## src/rtl/mem_access_unit_if.sv

```systemverilog
// Data-memory bus between the MEM-stage load/store unit (master) and the memory (slave).
// A request is held with its payload stable until the cycle in which dmem_ready is high.
interface mem_access_unit_if;
  logic        dmem_req;
  logic        dmem_we;
  logic [31:0] dmem_addr;
  logic [3:0]  dmem_be;
  logic [31:0] dmem_wdata;
  logic [31:0] dmem_rdata;
  logic        dmem_ready;

  modport master (
    output dmem_req, dmem_we, dmem_addr, dmem_be, dmem_wdata,
    input  dmem_rdata, dmem_ready
  );

  modport slave (
    input  dmem_req, dmem_we, dmem_addr, dmem_be, dmem_wdata,
    output dmem_rdata, dmem_ready
  );
endinterface

```

## src/rtl/mem_access_unit.sv

```systemverilog
// MEM-stage load/store unit: formats byte/half/word accesses, runs the dmem handshake and stalls the pipe.
// Define MEM_TIMEOUT_EN to abort a WAIT that lasts TIMEOUT_CYCLES cycles (mem_fault pulse, load returns 0).
module mem_access_unit #(
  parameter int TIMEOUT_CYCLES = 16
) (
  input  logic                    clk,
  input  logic                    rst_n,
  input  logic                    mem_mem_read,
  input  logic                    mem_mem_write,
  input  logic [2:0]              mem_funct3,
  input  logic [31:0]             mem_alu_result,
  input  logic [31:0]             mem_write_data,
  output logic [31:0]             mem_read_result,
  output logic                    mem_stall,
  output logic                    mem_misaligned,
  output logic                    mem_fault,
  mem_access_unit_if.master       dmem
);

  typedef enum logic {IDLE, WAIT} state_t;

  state_t      state, state_nx;
  logic        access, is_load, misaligned, aligned_acc;
  logic [3:0]  cur_be;
  logic [31:0] cur_wdata;
  logic [31:0] addr_p1, wdata_p1;
  logic [3:0]  be_p1;
  logic [2:0]  f3_p1;
  logic [1:0]  off_p1;
  logic        we_p1;
  logic [2:0]  ld_f3;
  logic [1:0]  ld_off;
  logic [31:0] ld_data;
  logic        ld_done, ld_zero, abort;

  function automatic logic [31:0] load_fmt(input logic [2:0] f3, input logic [1:0] off,
                                           input logic [31:0] rdata);
    logic [31:0]        sh;
    logic signed [7:0]  sb;
    logic signed [15:0] shw;
    sh  = rdata >> {off, 3'b000};
    sb  = sh[7:0];
    shw = sh[15:0];
    case (f3)
      3'b000:  load_fmt = 32'(sb);
      3'b001:  load_fmt = 32'(shw);
      3'b100:  load_fmt = {24'd0, sh[7:0]};
      3'b101:  load_fmt = {16'd0, sh[15:0]};
      default: load_fmt = rdata;
    endcase
  endfunction

  function automatic logic [3:0] store_be(input logic [1:0] size, input logic [1:0] off);
    case (size)
      2'b00:   store_be = 4'b0001 << off;
      2'b01:   store_be = 4'b0011 << {off[1], 1'b0};
      default: store_be = 4'b1111;
    endcase
  endfunction

  function automatic logic [31:0] store_wdata(input logic [1:0] size, input logic [31:0] rs2);
    case (size)
      2'b00:   store_wdata = {4{rs2[7:0]}};
      2'b01:   store_wdata = {2{rs2[15:0]}};
      default: store_wdata = rs2;
    endcase
  endfunction

  // Decode of the access currently presented by EX/MEM; a load wins over a store.
  assign access  = mem_mem_read | mem_mem_write;
  assign is_load = mem_mem_read;

  always_comb begin
    misaligned = 1'b0;
    case (mem_funct3[1:0])
      2'b01:   misaligned = mem_alu_result[0];
      2'b10:   misaligned = |mem_alu_result[1:0];
      default: misaligned = 1'b0;
    endcase
  end

  // Gated by rst_n so an access held at the inputs cannot raise a request during reset.
  assign aligned_acc    = rst_n & access & ~misaligned;
  assign mem_misaligned = access & misaligned;
  assign cur_be         = is_load ? 4'b1111 : store_be(mem_funct3[1:0], mem_alu_result[1:0]);
  assign cur_wdata      = is_load ? 32'd0 : store_wdata(mem_funct3[1:0], mem_write_data);

`ifdef MEM_TIMEOUT_EN
  localparam int CW = (TIMEOUT_CYCLES > 2) ? $clog2(TIMEOUT_CYCLES) : 1;
  logic [CW-1:0] wait_cnt;

  assign abort = (state == WAIT) & ~dmem.dmem_ready & (wait_cnt == CW'(TIMEOUT_CYCLES - 1));

  always_ff @(posedge clk or negedge rst_n) begin
    if (!rst_n)
      wait_cnt <= '0;
    else if ((state == WAIT) && !dmem.dmem_ready && !abort)
      wait_cnt <= wait_cnt + 1'b1;
    else
      wait_cnt <= '0;
  end
`else
  logic unused_timeout_cfg;
  assign unused_timeout_cfg = (TIMEOUT_CYCLES > 1);
  assign abort              = 1'b0;
`endif

  assign mem_fault = abort;

  // FSM state register
  always_ff @(posedge clk or negedge rst_n) begin
    if (!rst_n) state <= IDLE;
    else        state <= state_nx;
  end

  // FSM next state
  always_comb begin
    state_nx = state;
    case (state)
      IDLE:    if (aligned_acc && !dmem.dmem_ready) state_nx = WAIT;
      WAIT:    if (dmem.dmem_ready || abort)         state_nx = IDLE;
      default: state_nx = IDLE;
    endcase
  end

  // FSM outputs: IDLE drives the bus straight from EX/MEM, WAIT replays the latched request
  always_comb begin
    dmem.dmem_req   = 1'b0;
    dmem.dmem_we    = 1'b0;
    dmem.dmem_addr  = 32'd0;
    dmem.dmem_be    = 4'd0;
    dmem.dmem_wdata = 32'd0;
    mem_stall       = 1'b0;
    case (state)
      IDLE: if (aligned_acc) begin
        dmem.dmem_req   = 1'b1;
        dmem.dmem_we    = ~is_load;
        dmem.dmem_addr  = {mem_alu_result[31:2], 2'b00};
        dmem.dmem_be    = cur_be;
        dmem.dmem_wdata = cur_wdata;
        mem_stall       = ~dmem.dmem_ready;
      end
      WAIT: begin
        dmem.dmem_req   = 1'b1;
        dmem.dmem_we    = we_p1;
        dmem.dmem_addr  = addr_p1;
        dmem.dmem_be    = be_p1;
        dmem.dmem_wdata = wdata_p1;
        mem_stall       = ~dmem.dmem_ready & ~abort;
      end
      default: ;
    endcase
  end

  assign ld_f3   = (state == WAIT) ? f3_p1  : mem_funct3;
  assign ld_off  = (state == WAIT) ? off_p1 : mem_alu_result[1:0];
  assign ld_data = load_fmt(ld_f3, ld_off, dmem.dmem_rdata);
  assign ld_done = dmem.dmem_req & dmem.dmem_ready & ~dmem.dmem_we;
  assign ld_zero = ((state == IDLE) & is_load & misaligned) | (abort & ~we_p1);

  // Request latch (IDLE -> WAIT) and MEM/WB load result
  always_ff @(posedge clk or negedge rst_n) begin
    if (!rst_n) begin
      addr_p1         <= 32'd0;
      wdata_p1        <= 32'd0;
      be_p1           <= 4'd0;
      f3_p1           <= 3'd0;
      off_p1          <= 2'd0;
      we_p1           <= 1'b0;
      mem_read_result <= 32'd0;
    end else begin
      if ((state == IDLE) && aligned_acc && !dmem.dmem_ready) begin
        addr_p1  <= {mem_alu_result[31:2], 2'b00};
        wdata_p1 <= cur_wdata;
        be_p1    <= cur_be;
        f3_p1    <= mem_funct3;
        off_p1   <= mem_alu_result[1:0];
        we_p1    <= ~is_load;
      end
      if (ld_done)
        mem_read_result <= ld_data;
      else if (ld_zero)
        mem_read_result <= 32'd0;
    end
  end

endmodule
```

## src/flat_wrapper.sv

```systemverilog
// flat-port wrapper written by rule: the top's interface ports become plain ports
module mem_access_unit_flat 
#(
  parameter int TIMEOUT_CYCLES = 16
)
  (clk, rst_n, mem_mem_read, mem_mem_write, mem_funct3, mem_alu_result, mem_write_data, mem_read_result, mem_stall, mem_misaligned, mem_fault, dmem_dmem_req, dmem_dmem_we, dmem_dmem_addr, dmem_dmem_be, dmem_dmem_wdata, dmem_dmem_rdata, dmem_dmem_ready);
  mem_access_unit_if dmem_i ();
  input  logic clk;
  input  logic rst_n;
  input  logic mem_mem_read;
  input  logic mem_mem_write;
  input  logic [2:0] mem_funct3;
  input  logic [31:0] mem_alu_result;
  input  logic [31:0] mem_write_data;
  output logic [31:0] mem_read_result;
  output logic mem_stall;
  output logic mem_misaligned;
  output logic mem_fault;
  output wire logic [$bits(dmem_i.dmem_req)-1:0] dmem_dmem_req;
  output wire logic [$bits(dmem_i.dmem_we)-1:0] dmem_dmem_we;
  output wire logic [$bits(dmem_i.dmem_addr)-1:0] dmem_dmem_addr;
  output wire logic [$bits(dmem_i.dmem_be)-1:0] dmem_dmem_be;
  output wire logic [$bits(dmem_i.dmem_wdata)-1:0] dmem_dmem_wdata;
  input wire logic [$bits(dmem_i.dmem_rdata)-1:0] dmem_dmem_rdata;
  input wire logic [$bits(dmem_i.dmem_ready)-1:0] dmem_dmem_ready;
  assign dmem_dmem_req = dmem_i.dmem_req;
  assign dmem_dmem_we = dmem_i.dmem_we;
  assign dmem_dmem_addr = dmem_i.dmem_addr;
  assign dmem_dmem_be = dmem_i.dmem_be;
  assign dmem_dmem_wdata = dmem_i.dmem_wdata;
  assign dmem_i.dmem_rdata = dmem_dmem_rdata;
  assign dmem_i.dmem_ready = dmem_dmem_ready;
  mem_access_unit #(.TIMEOUT_CYCLES(TIMEOUT_CYCLES)) u_core (.clk(clk), .rst_n(rst_n), .mem_mem_read(mem_mem_read), .mem_mem_write(mem_mem_write), .mem_funct3(mem_funct3), .mem_alu_result(mem_alu_result), .mem_write_data(mem_write_data), .mem_read_result(mem_read_result), .mem_stall(mem_stall), .mem_misaligned(mem_misaligned), .mem_fault(mem_fault), .dmem(dmem_i));
endmodule
```

## config.mk

```make
export PLATFORM = sky130hd
export DESIGN_NAME = mem_access_unit_flat
export DESIGN_NICKNAME = d
export VERILOG_FILES = /design/src/rtl/mem_access_unit_if.sv /design/src/rtl/mem_access_unit.sv /design/src/flat_wrapper.sv
export SDC_FILE = /design/constraint.sdc
export NUM_CORES = 1
export LEC_CHECK = 0
export CAP_MARGIN = 10
export CORE_UTILIZATION = 30
export CTS_BUF_LIST = sky130_fd_sc_hd__clkbuf_4
export DETAILED_ROUTE_END_ITERATION = 8
export GPL_TIMING_DRIVEN = 1
export PLACE_DENSITY_LB_ADDON = 0.05
export SYNTH_ARGS = -nofsm -noshare
export SYNTH_HDL_FRONTEND = slang
export SYNTH_SLANG_ARGS = --single-unit
```

## constraint.sdc

```tcl
create_clock -name clk -period 6.2 [get_ports clk]
set_input_delay 0.93 -clock clk [delete_from_list [all_inputs] [get_ports clk]]
set_output_delay 0.93 -clock clk [all_outputs]
set_load 0.02 [all_outputs]
```

==> impl_metrics.csv <==
group,metric,value,unit
detailed_routing,drt-total-wl,21.3,mm
clocking,post_cts_buffers,0,
pwr,leakagePower,3.78,nW
logic_synthesis,ys_seq_elements,105,
sta,max_freq,0.190,GHz
floorplan,die_w,144,um
global_route,grt_usage,20.7,%
floorplan,core_area,0.0197,mm^2
clocking,htreeDepth,3,
global_route,grt_antenna_before_repair,2,
sta,worst_clock_skew,16.3,ps
logic_synthesis,synth.area.top_cells,"dfrtp_1 (43%), nand2_1 (16%), a22o_1 (9.4%)",
sta,relSlewSlack,19.7,%
clocking,cts_sinks,105,
clocking,clk_pin_slew_worst_paths,180,ps
floorplan,row_count,51,
floorplan,ios,209,
pwr,cellPowerDensity,262,mW/mm^2
worst_setup_path,worst_ep_required_time,5270,ps
logic_synthesis,synth_edf_count,0,
global_route,grt.overflow.total,0,
clocking,clockBufferDepth,2,
worst_setup_path,start_kind,"input port",
global_route,grt_pass1_vias,5888,
logic_synthesis,seq_area_frac_synth,43.3,%
logic_synthesis,synth.avg_cell_area,8.46,um^2
place,gp_congestion,0.871,
detailed_routing,vias,5992,
floorplan,die_y,144,um
clocking,cts_tree,"yes",
sta,setup_viol,0,
sta,hold_violations,0,
worst_setup_path,rrSetupSlack,2810,ps
clocking,root_buffer,"clkbuf_4",
logic_synthesis,synth_top_area_cell,"dfrtp_1",
worst_setup_path,crit_fanout,39,
logic_synthesis,yosysTopAreaCellShare,43.3,%
sta,timing.final.crit_share,84.9,%
logic_synthesis,synth_cell_types,50,
pwr,ir_worst_vdd,0.0880,mV
sta,grt_setup_unrepaired,"no",
worst_setup_path,cp.arrival,4340,ps
clocking,clk_latency,490,ps
detailed_routing,drtAntennaViolNets,0,
cells_and_area,final_common_cell,"nand2_1",
logic_synthesis,synth_cells,718,
worst_setup_path,worstSetupPathType,"input port to output port",
sta,tns,0,ps
detailed_routing,drcViolationCount,0,
detailed_routing,wire_per_inst,18.4,um
detailed_routing,drtIter0Drc,293,
floorplan,die_area,0.0208,mm^2
pwr,total_power,2.19,mW
logic_synthesis,async_flop_share,100,%
cells_and_area,drive_gt1_share,7.72,%
global_route,grt_pass1_wl,32.7,mm
detailed_routing,dr.pass1.iters,6,
cells_and_area,syn2layout_area_growth,38.1,%
logic_synthesis,yosysWarnings,0,
place,dp_hpwl,15.2,mm
sta,tightest_slew,1180,ps
cells_and_area,nets,997,
clocking,cts_inserted_buffers,9,
sta,maxSlewViolCount,0,
global_route,grt_start_max_net_pins,87,
worst_hold_path,hold_path_class,"input port to asynchronous set/reset pin",
logic_synthesis,ys.flop_type,"dfrtp_1",
detailed_routing,vias_per_cell,5.17,
worst_setup_path,end_kind,"output port",
cells_and_area,fillerInstances,2023,
logic_synthesis,synthesis.area,0.00607,mm^2
place,io_buffers,205,
job,cap_viol_max_count,0,
sta,period_needed,5270,ps
clocking,ctsResizeCount,0,
clocking,cts_hold_buf,0,
cells_and_area,most-common-layout-cells,"nand2_1 (254), clkdlybuf4s50_1 (204), dfrtp_1 (104)",
floorplan,start_util,30.9,%
status,outcome,"finished, final reports clean",
kinds of logic (layout without fill, tap and decap cells):
| group | count (synthesis) | count (layout) | synth area share [%] |
|---|---|---|---|
| flip-flops | 105 | 105 | 43.3 |
| AND/OR/NAND/NOR | 359 | 359 | 24.5 |
| buffers and inverters | 63 | 237 | 5.38 |
| AO/OA/AOI/OAI | 167 | 167 | 22.0 |
| multiplexers | 20 | 20 | 4.14 |
| adder cells (fa/ha/maj) | 3 | 3 | 0.618 |
| other | 1 | 4 | 0.0618 |
worst max-delay path: stages:
cell,delay [ps]
clkdlybuf4s50_1,460
buf_4,230
inv_1,150
ha_1,390
nand3_1,220
and4b_2,860
buf_4,320
a22o_1,150
clkdlybuf4s50_1,610
final timing paths:
kind | cells after the start | to | startpoint
max | 9 | dmem_dmem_addr[6] | mem_funct3[1]
min | 1 | u_core.wdata_p1[9] | rst_n
max reg2reg | 6 | u_core.mem_read_result[12] | u_core.state
min reg2reg | 2 | u_core.mem_read_result[27] | u_core.mem_read_result[27]
max in group asynchronous | 3 | u_core.state | rst_n
min in group clk | 2 | u_core.mem_read_result[27] | u_core.mem_read_result[27]
power breakdown:
| part | internal (mW) | switching (mW) |
|---|---|---|
| clock | 0.0870 | 0.256 |
| combinational | 0.425 | 0.478 |
| sequential | 0.844 | 0.104 |
| total | 1.36 | 0.839 |
per-layer routing:
metal	up-vias	routed length (um)	track usage, %
met5	-	16	0
met4	2	421	5.87
met3	27	1400	4.67
met2	218	9970	32.9
met1	2918	9510	28.0
li1	2827	-	-
synth_stat cells, drive strengths merged (2+ instances only):
| library cell | number |
|---|---|
| nand2 | 254 |
| dfrtp | 105 |
| a22o | 65 |
| nor2 | 57 |
| o21ai | 30 |
| buf | 29 |
| clkbuf | 29 |
| a31oi | 19 |
| a21oi | 16 |
| a221o | 15 |
| mux2 | 13 |
| nor3 | 9 |
| nand3b | 8 |
| a22oi | 7 |
| and3 | 7 |
| mux2i | 7 |
| nor3b | 6 |
| inv | 5 |
| nor2b | 5 |
| nand2b | 4 |
| nand3 | 4 |
| ha | 3 |
| a211oi | 2 |
| a21o | 2 |
| and4b | 2 |
state kept, by name, indices dropped and copies added, names as in the netlist:
| name | count |
|---|---|
| u_core.addr_p1 | 30 |
| u_core.be_p1 | 4 |
| u_core.f3_p1 | 3 |
| u_core.mem_read_result | 32 |
| u_core.off_p1 | 2 |
| u_core.state | 1 |
| u_core.wdata_p1 | 32 |
| u_core.we_p1 | 1 |
layout make-up:
class	instances	area (um^2)	area share, %
diodes	1	2.50	0.0298
multi-input cells	552	3140	37.5
inverters	5	18.8	0.224
well taps	265	332	3.95
repair buffers	217	2140	25.5
flip-flops and latches	105	2630	31.3
clock inverters	6	55.1	0.657
clock buffers	9	67.6	0.806
metrics by stage:
| stage | hold slack, ps | worst slack, ps | area, um^2 | utilization (%) | cells |
|---|---|---|---|---|---|
| 2_1_floorplan | 440 | 2400 | 6080 | - | 720 |
| 3_3_place_gp | 460 | 1020 | 8260 | 42.0 | 1144 |
| 3_5_place_dp | 466 | 953 | 8260 | 42.0 | 1144 |
| 4_1_cts | 309 | 943 | 8380 | 42.7 | 1159 |
| 5_1_grt | 302 | 771 | 8390 | 42.7 | 1160 |
| 6_report | 345 | 934 | 8390 | 42.7 | 1160 |
Note: power is estimated with default switching activity, not from simulation.
